File: src/rtl/mult_sched.sv
// ============================================================================
// Module   : mult_sched
// Brief    : Two-requester round-robin scheduler for a shared LAT-cycle multiplier.
//            Optional counters enabled by defining MULT_SCHED_PERF_EN.
// Revision : 1.0
// ============================================================================
`default_nettype none

module mult_sched #(
    parameter int LAT = 1   // multiplier latency, legal 1..8
) (
    input  logic        i_clk,
    input  logic        i_rstn,
    input  logic        i_req0_valid,
    input  logic        i_req1_valid,
    output logic        o_req0_ready,
    output logic        o_req1_ready,
    input  logic [31:0] i_req0_a,
    input  logic [31:0] i_req0_b,
    input  logic [31:0] i_req1_a,
    input  logic [31:0] i_req1_b,
    input  logic        i_req0_a_ns,
    input  logic        i_req0_b_ns,
    input  logic        i_req1_a_ns,
    input  logic        i_req1_b_ns,
    input  logic        i_hold,
    output logic [31:0] o_mult_a,
    output logic [31:0] o_mult_b,
    output logic        o_multa_ns,
    output logic        o_multb_ns,
    input  logic [63:0] i_product,
    output logic        o_rsp0_valid,
    output logic        o_rsp1_valid,
    output logic [63:0] o_rsp_data,
    output logic        o_idle
`ifdef MULT_SCHED_PERF_EN
    ,
    output logic [31:0] o_grant0_cnt,
    output logic [31:0] o_grant1_cnt,
    output logic [31:0] o_conflict_cnt
`endif
);

    logic           prio_q, prio_d;
    logic           w_accept0, w_accept1, w_accept;
    logic [31:0]    mult_a_q, mult_a_d;
    logic [31:0]    mult_b_q, mult_b_d;
    logic           mult_a_ns_q, mult_a_ns_d;
    logic           mult_b_ns_q, mult_b_ns_d;
    logic [LAT-1:0] tag_vld_q, tag_vld_d;
    logic [LAT-1:0] tag_id_q, tag_id_d;
    logic           rsp0_q, rsp0_d;
    logic           rsp1_q, rsp1_d;

    // Ready depends only on the other requester's valid, never on its own.
    always_comb begin
        o_req0_ready = ~i_hold & ~(i_req1_valid &  prio_q);
        o_req1_ready = ~i_hold & ~(i_req0_valid & ~prio_q);
        w_accept0    = i_req0_valid & o_req0_ready;
        w_accept1    = i_req1_valid & o_req1_ready;
        w_accept     = w_accept0 | w_accept1;
    end

    always_comb begin
        prio_d      = prio_q;
        mult_a_d    = mult_a_q;
        mult_b_d    = mult_b_q;
        mult_a_ns_d = mult_a_ns_q;
        mult_b_ns_d = mult_b_ns_q;
        if (w_accept0) begin
            prio_d      = 1'b1;
            mult_a_d    = i_req0_a;
            mult_b_d    = i_req0_b;
            mult_a_ns_d = i_req0_a_ns;
            mult_b_ns_d = i_req0_b_ns;
        end else if (w_accept1) begin
            prio_d      = 1'b0;
            mult_a_d    = i_req1_a;
            mult_b_d    = i_req1_b;
            mult_a_ns_d = i_req1_a_ns;
            mult_b_ns_d = i_req1_b_ns;
        end
    end

    // Tag stage 0 lines up with the issue stage; the response register
    // after stage LAT-1 coincides with the cycle i_product becomes valid.
    always_comb begin
        tag_vld_d    = '0;
        tag_id_d     = '0;
        tag_vld_d[0] = w_accept;
        tag_id_d[0]  = w_accept1;
        for (int i = 1; i < LAT; i++) begin
            tag_vld_d[i] = tag_vld_q[i-1];
            tag_id_d[i]  = tag_id_q[i-1];
        end
        rsp0_d = tag_vld_q[LAT-1] & ~tag_id_q[LAT-1];
        rsp1_d = tag_vld_q[LAT-1] &  tag_id_q[LAT-1];
    end

    always_ff @(posedge i_clk or negedge i_rstn) begin
        if (!i_rstn) begin
            prio_q      <= 1'b0;
            mult_a_q    <= '0;
            mult_b_q    <= '0;
            mult_a_ns_q <= 1'b0;
            mult_b_ns_q <= 1'b0;
            tag_vld_q   <= '0;
            tag_id_q    <= '0;
            rsp0_q      <= 1'b0;
            rsp1_q      <= 1'b0;
        end else begin
            prio_q      <= prio_d;
            mult_a_q    <= mult_a_d;
            mult_b_q    <= mult_b_d;
            mult_a_ns_q <= mult_a_ns_d;
            mult_b_ns_q <= mult_b_ns_d;
            tag_vld_q   <= tag_vld_d;
            tag_id_q    <= tag_id_d;
            rsp0_q      <= rsp0_d;
            rsp1_q      <= rsp1_d;
        end
    end

    assign o_mult_a     = mult_a_q;
    assign o_mult_b     = mult_b_q;
    assign o_multa_ns   = mult_a_ns_q;
    assign o_multb_ns   = mult_b_ns_q;
    assign o_rsp0_valid = rsp0_q;
    assign o_rsp1_valid = rsp1_q;
    assign o_rsp_data   = i_product;
    assign o_idle       = ~|tag_vld_q;

`ifdef MULT_SCHED_PERF_EN
    logic [31:0] grant0_cnt_q, grant1_cnt_q, conflict_cnt_q;

    always_ff @(posedge i_clk or negedge i_rstn) begin
        if (!i_rstn) begin
            grant0_cnt_q   <= '0;
            grant1_cnt_q   <= '0;
            conflict_cnt_q <= '0;
        end else begin
            if (w_accept0) grant0_cnt_q <= grant0_cnt_q + 32'd1;
            if (w_accept1) grant1_cnt_q <= grant1_cnt_q + 32'd1;
            if (i_req0_valid & i_req1_valid & ~i_hold)
                conflict_cnt_q <= conflict_cnt_q + 32'd1;
        end
    end

    assign o_grant0_cnt   = grant0_cnt_q;
    assign o_grant1_cnt   = grant1_cnt_q;
    assign o_conflict_cnt = conflict_cnt_q;
`endif

endmodule

`default_nettype wire

File: config.mk
export PLATFORM = sky130hd
export DESIGN_NAME = mult_sched
export DESIGN_NICKNAME = d
export VERILOG_FILES = /design/src/rtl/mult_sched.sv
export SDC_FILE = /design/constraint.sdc
export NUM_CORES = 1
export LEC_CHECK = 0
export CELL_PAD_IN_SITES_DETAIL_PLACEMENT = 2
export CELL_PAD_IN_SITES_GLOBAL_PLACEMENT = 2
export CORE_MARGIN = 2
export CORE_UTILIZATION = 17
export DETAILED_ROUTE_END_ITERATION = 7
export PLACE_DENSITY_LB_ADDON = 0.08
export SYNTH_ARGS = -nofsm -noshare
export SYNTH_HDL_FRONTEND = slang
export SYNTH_SLANG_ARGS = --single-unit
File: constraint.sdc
create_clock -name i_clk -period 3.3 [get_ports i_clk]
set_input_delay 0.66 -clock i_clk [delete_from_list [all_inputs] [get_ports i_clk]]
set_output_delay 0.66 -clock i_clk [all_outputs]
set_load 0.01 [all_outputs]
==> qor.yml, run 1 <==
run_status:
  status: "completed"
route:
  routed_wl_um: 16290
  drt-initial-drc-count: 111
  vias: 3691
  wire_per_inst_um: 18.90
  routed_via_density: 4.282
  drt_pass1_iterations: 4
  drc: 0
  antenna_left: 0
synth:
  yosysTopAreaCell: "dfrtp_1"
  syn_inst: 448
  ys_ff_latch: 71
  syn_area_mm2: 0.003862
  avgSynthCellArea_um2: 8.622
  synthAdderAreaFrac: 0
  ys_seq_area_frac: 0.4600
  muxShareOfSynthArea: 0
  synth_warnings: 0
  synthSimpleGateAreaFrac: 0.1325
  ys_types: 19
  synth_top_family_by_area: "compound AO/OA/AOI/OAI gates"
  synth_compound_gate_area_share: 0.2060
  synth_nets: 649
  synth_xor_area_frac: 0
  synth_area_leaders: "dfrtp_1 (46%), buf_4 (13%), a31oi_1 (11%)"
  synth_top_area_frac: 0.4600
clock_tree:
  path_clk_slew_ns: 0.06
  clockBufferDepth: 2
  hold_buffers: 0
  cts_num_sinks: 71
  cts_resized: 0
  cts_tree: "built"
  postCtsSetupRepairBufs: 0
  cts-htree-levels: 3
  clk_latency_ns: 0.34
  clockRootBuffer: "clkbuf_16"
  cts_made_buffers: 9
setup_path:
  crit_start: "i_req1_valid"
  end_kind: "output pin"
  path_max_fanout: 6
  crit_required_ns: 2.64
  critical_path_arrival_ns: 2.05
  worst-setup-path-type: "in -> out"
  reg2reg_slack_ns: 1.84
  cp-start-kind: "primary input"
  r2r-start: "prio_q"
worst_hold_path:
  worstHoldPathType: "reg -> reg"
  worstHoldStart: "tag_id_q"
global_route:
  grt_pass1_wl_um: 24870
  grt_usage: 0.1376
  gr-total-overflow: 0
  antenna_found_initial: 0
  grt_max_degree: 72
  grt_pass1_vias: 4167
pwr:
  peakVddDrop_v: 0.0002128
  combPwrFrac: 0.281
  p_sw_w: 0.0008430
  power.density_mw_per_mm2: 490.8
  power_leakage_nw: 2.231
  seqPwrFrac: 0.365
  p_sw_frac: 0.2902
  p_int_w: 0.002062
  clkPwrFrac: 0.354
die:
  fp.dieH_um: 154.7
  dieArea_mm2: 0.02394
  num_rows: 55
  die_width_um: 154.7
  start_util: 0.1716
  ios: 336
  coreArea_mm2: 0.02250
finish:
  diodes: 0
  final_layout_size_suffix_gt1_frac: 0.04853
  mostFrequentLayoutCells: "clkdlybuf4s50_1 (205), dfrtp_1 (71), nor2_1 (67), a31oi_1 (67), nand2_1 (66)"
  finish.instance_area_mm2: 0.005918
  final_common_cell: "clkdlybuf4s50_1"
  layout.nets: 774
  areaGrowthSynthToFinish_pct: 53.22
timing:
  setup_viol: 0
  final_max_slew_viol_count: 0
  setup_tns_ns: 0
  timing.fmax_mhz: 369.5
  period_minus_slack_ns: 2.706
  maxSlewHeadroom: 0.3061
  hold_viol_final: 0
  rsz0062_at_grt: "false"
  max_slew.worst_pin.slew_ns: 1.041
  worst_clock_skew_ns: 0.004635
  timing.final.crit_share: 0.8201
placement:
  place_congestion: 0.6958
  place_area_mm2: 0.005620
  dp_hpwl_um: 11170
  portBuffers: 207
flow_run:
  max-cap-violations: 0
-- logic make-up after synthesis --
kind of cell	count (synthesis)
AO/OA/AOI/OAI	139
buffers and inverters	103
AND/OR/NAND/NOR	135
flip-flops	71
-- final timing paths --
path                           endpoint  depth (start not counted)
max in group asynchronous   o_mult_a[0]                          1
setup reg to reg           o_mult_a[27]                          4
hold / removal             o_rsp0_valid                          1
min in group asynchronous   o_mult_b[2]                          1
hold reg to reg            o_rsp0_valid                          1
setup / recovery           o_req0_ready                          3
-- synthesized netlist by cell type --
cell and number:
a21bo_2 1, a21boi_2 1, a21oi_1 3, a31oi_1 67
and2_1 2, buf_12 1, buf_2 12, buf_4 69
buf_6 12, buf_8 1, clkbuf_1 5, dfrtp_1 71
inv_1 2, inv_2 1, nand2_1 66, nor2_1 67
o21ai_0 26, o21ai_1 40, o21ba_1 1
-- flip-flops by register name (all words and copies together) (netlist names) --
register	cells
o_multb_ns	1
prio_q	1
tag_vld_q	1
o_mult_b	32
tag_id_q	1
o_mult_a	32
o_multa_ns	1
o_rsp1_valid	1
o_rsp0_valid	1
-- metrics by stage --
stage | std cells | total power [W] | hold slack, ns | worst slack [ns] | util
2_1_floorplan | 448 | 0.001476 | 0.3644 | 1.462 | -
3_3_place_gp | 847 | 0.001897 | 0.4218 | 0.5652 | 0.2498
3_5_place_dp | 847 | 0.001916 | 0.4294 | 0.5594 | 0.2498
4_1_cts | 862 | 0.002983 | 0.4408 | 0.5562 | 0.2630
5_1_grt | 862 | 0.003076 | 0.4619 | 0.5135 | 0.2630
6_report | 862 | 0.002905 | 0.4374 | 0.5936 | 0.2630
-- cell type report --
class,count,area [µm²]
multi-input combinational,274,1321
clock inverter,4,45.04
tap,285,356.6
sequential,71,1777
fill,2539,16580
timing repair buffer,214,2155
inverter,3,11.26
clock buffer,11,252.7
-- worst max-delay path, stage by stage --
cell and delay, ns:
clkdlybuf4s50_1 0.55, a21oi_1 0.26, clkdlybuf4s50_1 0.57
-- per-layer routing --
layer,share of wire,vias up,GRT usage
li1,-,1707,-
met1,0.44,1794,0.1689
met2,0.47,146,0.2260
met3,0.055,44,0.03082
met4,0.034,0,0.07187
met5,0,-,0
-- power groups by stage --
stage	logic (W)	registers [W]	clock network [W]
after detailed placement	0.000838	0.00108	0
after CTS	0.000841	0.00106	0.00108
final	0.000817	0.00106	0.00103
after floorplan	0.000347	0.00113	0
after global placement	0.000825	0.00107	0
after global routing	0.000897	0.00108	0.00110
Note: power is estimated with default switching activity, not from simulation.
==> inputs of run 2 (changes only) <==
--- a/config.mk
+++ b/config.mk
@@ -8,7 +8,7 @@
 export CELL_PAD_IN_SITES_DETAIL_PLACEMENT = 2
 export CELL_PAD_IN_SITES_GLOBAL_PLACEMENT = 2
 export CORE_MARGIN = 2
-export CORE_UTILIZATION = 17
+export CORE_UTILIZATION = 16
 export DETAILED_ROUTE_END_ITERATION = 7
 export PLACE_DENSITY_LB_ADDON = 0.08
 export SYNTH_ARGS = -nofsm -noshare
==> constraint.sdc (replaced) <==
create_clock -name i_clk -period 2.8 [get_ports i_clk]
set_input_delay 0.56 -clock i_clk [delete_from_list [all_inputs] [get_ports i_clk]]
set_output_delay 0.56 -clock i_clk [all_outputs]
set_load 0.01 [all_outputs]
==> run 2 against run 1 <==
  * Highest routed layer unchanged
  * Critical path depth unchanged
  * Sequential power grew 18%
  * Total power increased by 17%
  * Register-to-register slack worse by 0.52 ns
  * Wire length increased by 1.5%
  * Clock power rose by 15%
  * Via count is essentially flat
  * First-iteration DRC count increased by 5.4%
  * Flip-flop and latch count did not move
  * Design area increased by 1.2%
  * Die area rose by 6.1%
  * Combinational power rose by 19%
==> qor.yml, run 2 (synthesis gave the netlist of run 1 again) <==
die:
  fp.dieH_um: 159.4
  ios: 336
  dieArea_mm2: 0.02540
  start_util: 0.1636
  die_width_um: 159.4
  num_rows: 56
  coreArea_mm2: 0.02361
route:
  drc: 0
  wirelength_met1_um: 7252
  drt-initial-drc-count: 117
  routed_wl_um: 16540
  routed-wl-met2_um: 7779
  wl_met3_um: 998
  antenna_left: 0
  vias: 3693
  routed_via_density: 4.108
  drt_pass1_iterations: 4
  routed.top_layer: "met4"
  wire_per_inst_um: 18.39
timing:
  max_slew.worst_pin.slew_ns: 0.5828
  timing.final.crit_share: 0.8748
  rsz0062_at_grt: "false"
  setup_tns_ns: 0
  maxSlewHeadroom: 0.6115
  setup_viol: 0
  period_minus_slack_ns: 2.449
  worst_clock_skew_ns: 0.006140
  hold_viol_final: 0
  timing.fmax_mhz: 408.3
  final_max_slew_viol_count: 0
  hold_ws_ns: 0.1844
run_status:
  status: "completed"
placement:
  dp_hpwl_um: 11530
  portBuffers: 207
  place_congestion: 0.6997
finish:
  final_layout_size_suffix_gt1_frac: 0.04844
  layout.nets: 775
  final_common_cell: "clkdlybuf4s50_1"
  fillers: 2666
  regArea_mm2: 0.001777
  multi_input_area_mm2: 0.001321
  mostFrequentLayoutCells: "clkdlybuf4s50_1 (205), dfrtp_1 (71), nor2_1 (67), a31oi_1 (67), nand2_1 (66)"
  areaGrowthSynthToFinish_pct: 55.00
clock_tree:
  cts-htree-levels: 3
  clockRootBuffer: "clkbuf_16"
  postCtsSetupRepairBufs: 0
  cts_num_sinks: 71
  cts_tree: "built"
  cts_resized: 0
  clk_latency_ns: 0.34
  hold_buffers: 0
  clockBufferDepth: 2
  cts_made_buffers: 9
  path_clk_slew_ns: 0.06
global_route:
  grt_pass1_wl_um: 25920
  grt_max_degree: 79
  grt_pass1_vias: 4177
  antenna_found_initial: 1
  gr-total-overflow: 0
  grt_usage: 0.1314
pwr:
  power.density_mw_per_mm2: 568.7
  peakVddDrop_v: 0.0001771
  power_leakage_nw: 2.234
setup_path:
  critical_path.max_stage_delay_ns: 0.59
  path_cells: "clkdlybuf4s50_1, a21oi_1, clkdlybuf4s50_1"
  path_max_fanout: 5
  end_kind: "output pin"
  slowest_stage: "clkdlybuf4s50_1"
  path_common_cell: "clkdlybuf4s50_1"
  worst-setup-path-type: "in -> out"
  cp-start-kind: "primary input"
  critical_path_arrival_ns: 1.89
  crit_required_ns: 2.24
flow_run:
  max-cap-violations: 0
worst_hold_path:
  worstHoldPathType: "in -> async"
-- run 2: critical path, delay by kind of cell --
kind	cells	cell delay [ns]
buffers and inverters	2	1.08
AOI/OAI and AO/OA	1	0.25
-- run 2: per-stage QoR --
stage,total power (W),utilization,instances,instance area (µm²),worst slack [ns]
after global placement,0.002250,0.2407,882,5683,0.3863
after global routing,0.003628,0.2533,897,5982,0.3350
after detailed placement,0.002267,0.2407,882,5683,0.3823
after floorplan,0.001739,-,448,3862,1.162
final,0.003405,0.2536,899,5987,0.3507
after CTS,0.003508,0.2533,897,5982,0.3679
-- run 2: metal layers --
metal  vias up  global-route usage
met5         -                   0
met4         0             0.06281
met3        41             0.03256
met2       134              0.2097
met1      1809              0.1665
li1       1709                   -
-- run 2: report_power, final --
| part | switching [W] | leakage (nW) | internal [W] | total, W |
|---|---|---|---|---|
| Sequential | 0.0000813 | 0.788 | 0.00117 | 0.00125 |
| Combinational | 0.000439 | 1.30 | 0.000533 | 0.000972 |
| Clock | 0.000448 | 0.145 | 0.000733 | 0.00118 |
| Total | 0.000969 | 2.23 | 0.00244 | 0.00340 |
-- run 2: worst paths after layout --
path                       depth (start not counted)      endpoint    startpoint  slack [ns]
setup / recovery                                   3  o_req1_ready  i_req0_valid        0.35
hold / removal                                     1   o_mult_b[8]        i_rstn        0.18
setup reg to reg                                   4   o_mult_b[6]        prio_q        1.32
hold reg to reg                                    1  o_rsp0_valid      tag_id_q        0.42
max in group asynchronous                          2  o_mult_a[17]        i_rstn        1.98
min in group i_clk                                 1  o_rsp0_valid      tag_id_q        0.42
-- run 2: area by class of cell --
cell class                      count  share of cell area
Timing Repair Buffer              215              0.3632
Sequential cell                    71              0.2968
Multi-Input combinational cell    274              0.2207
Tap cell                          319             0.06667
Clock buffer                       12             0.04284
Clock inverter                      3            0.007106
Inverter                            3            0.001881
Antenna cell                        2           0.0008359
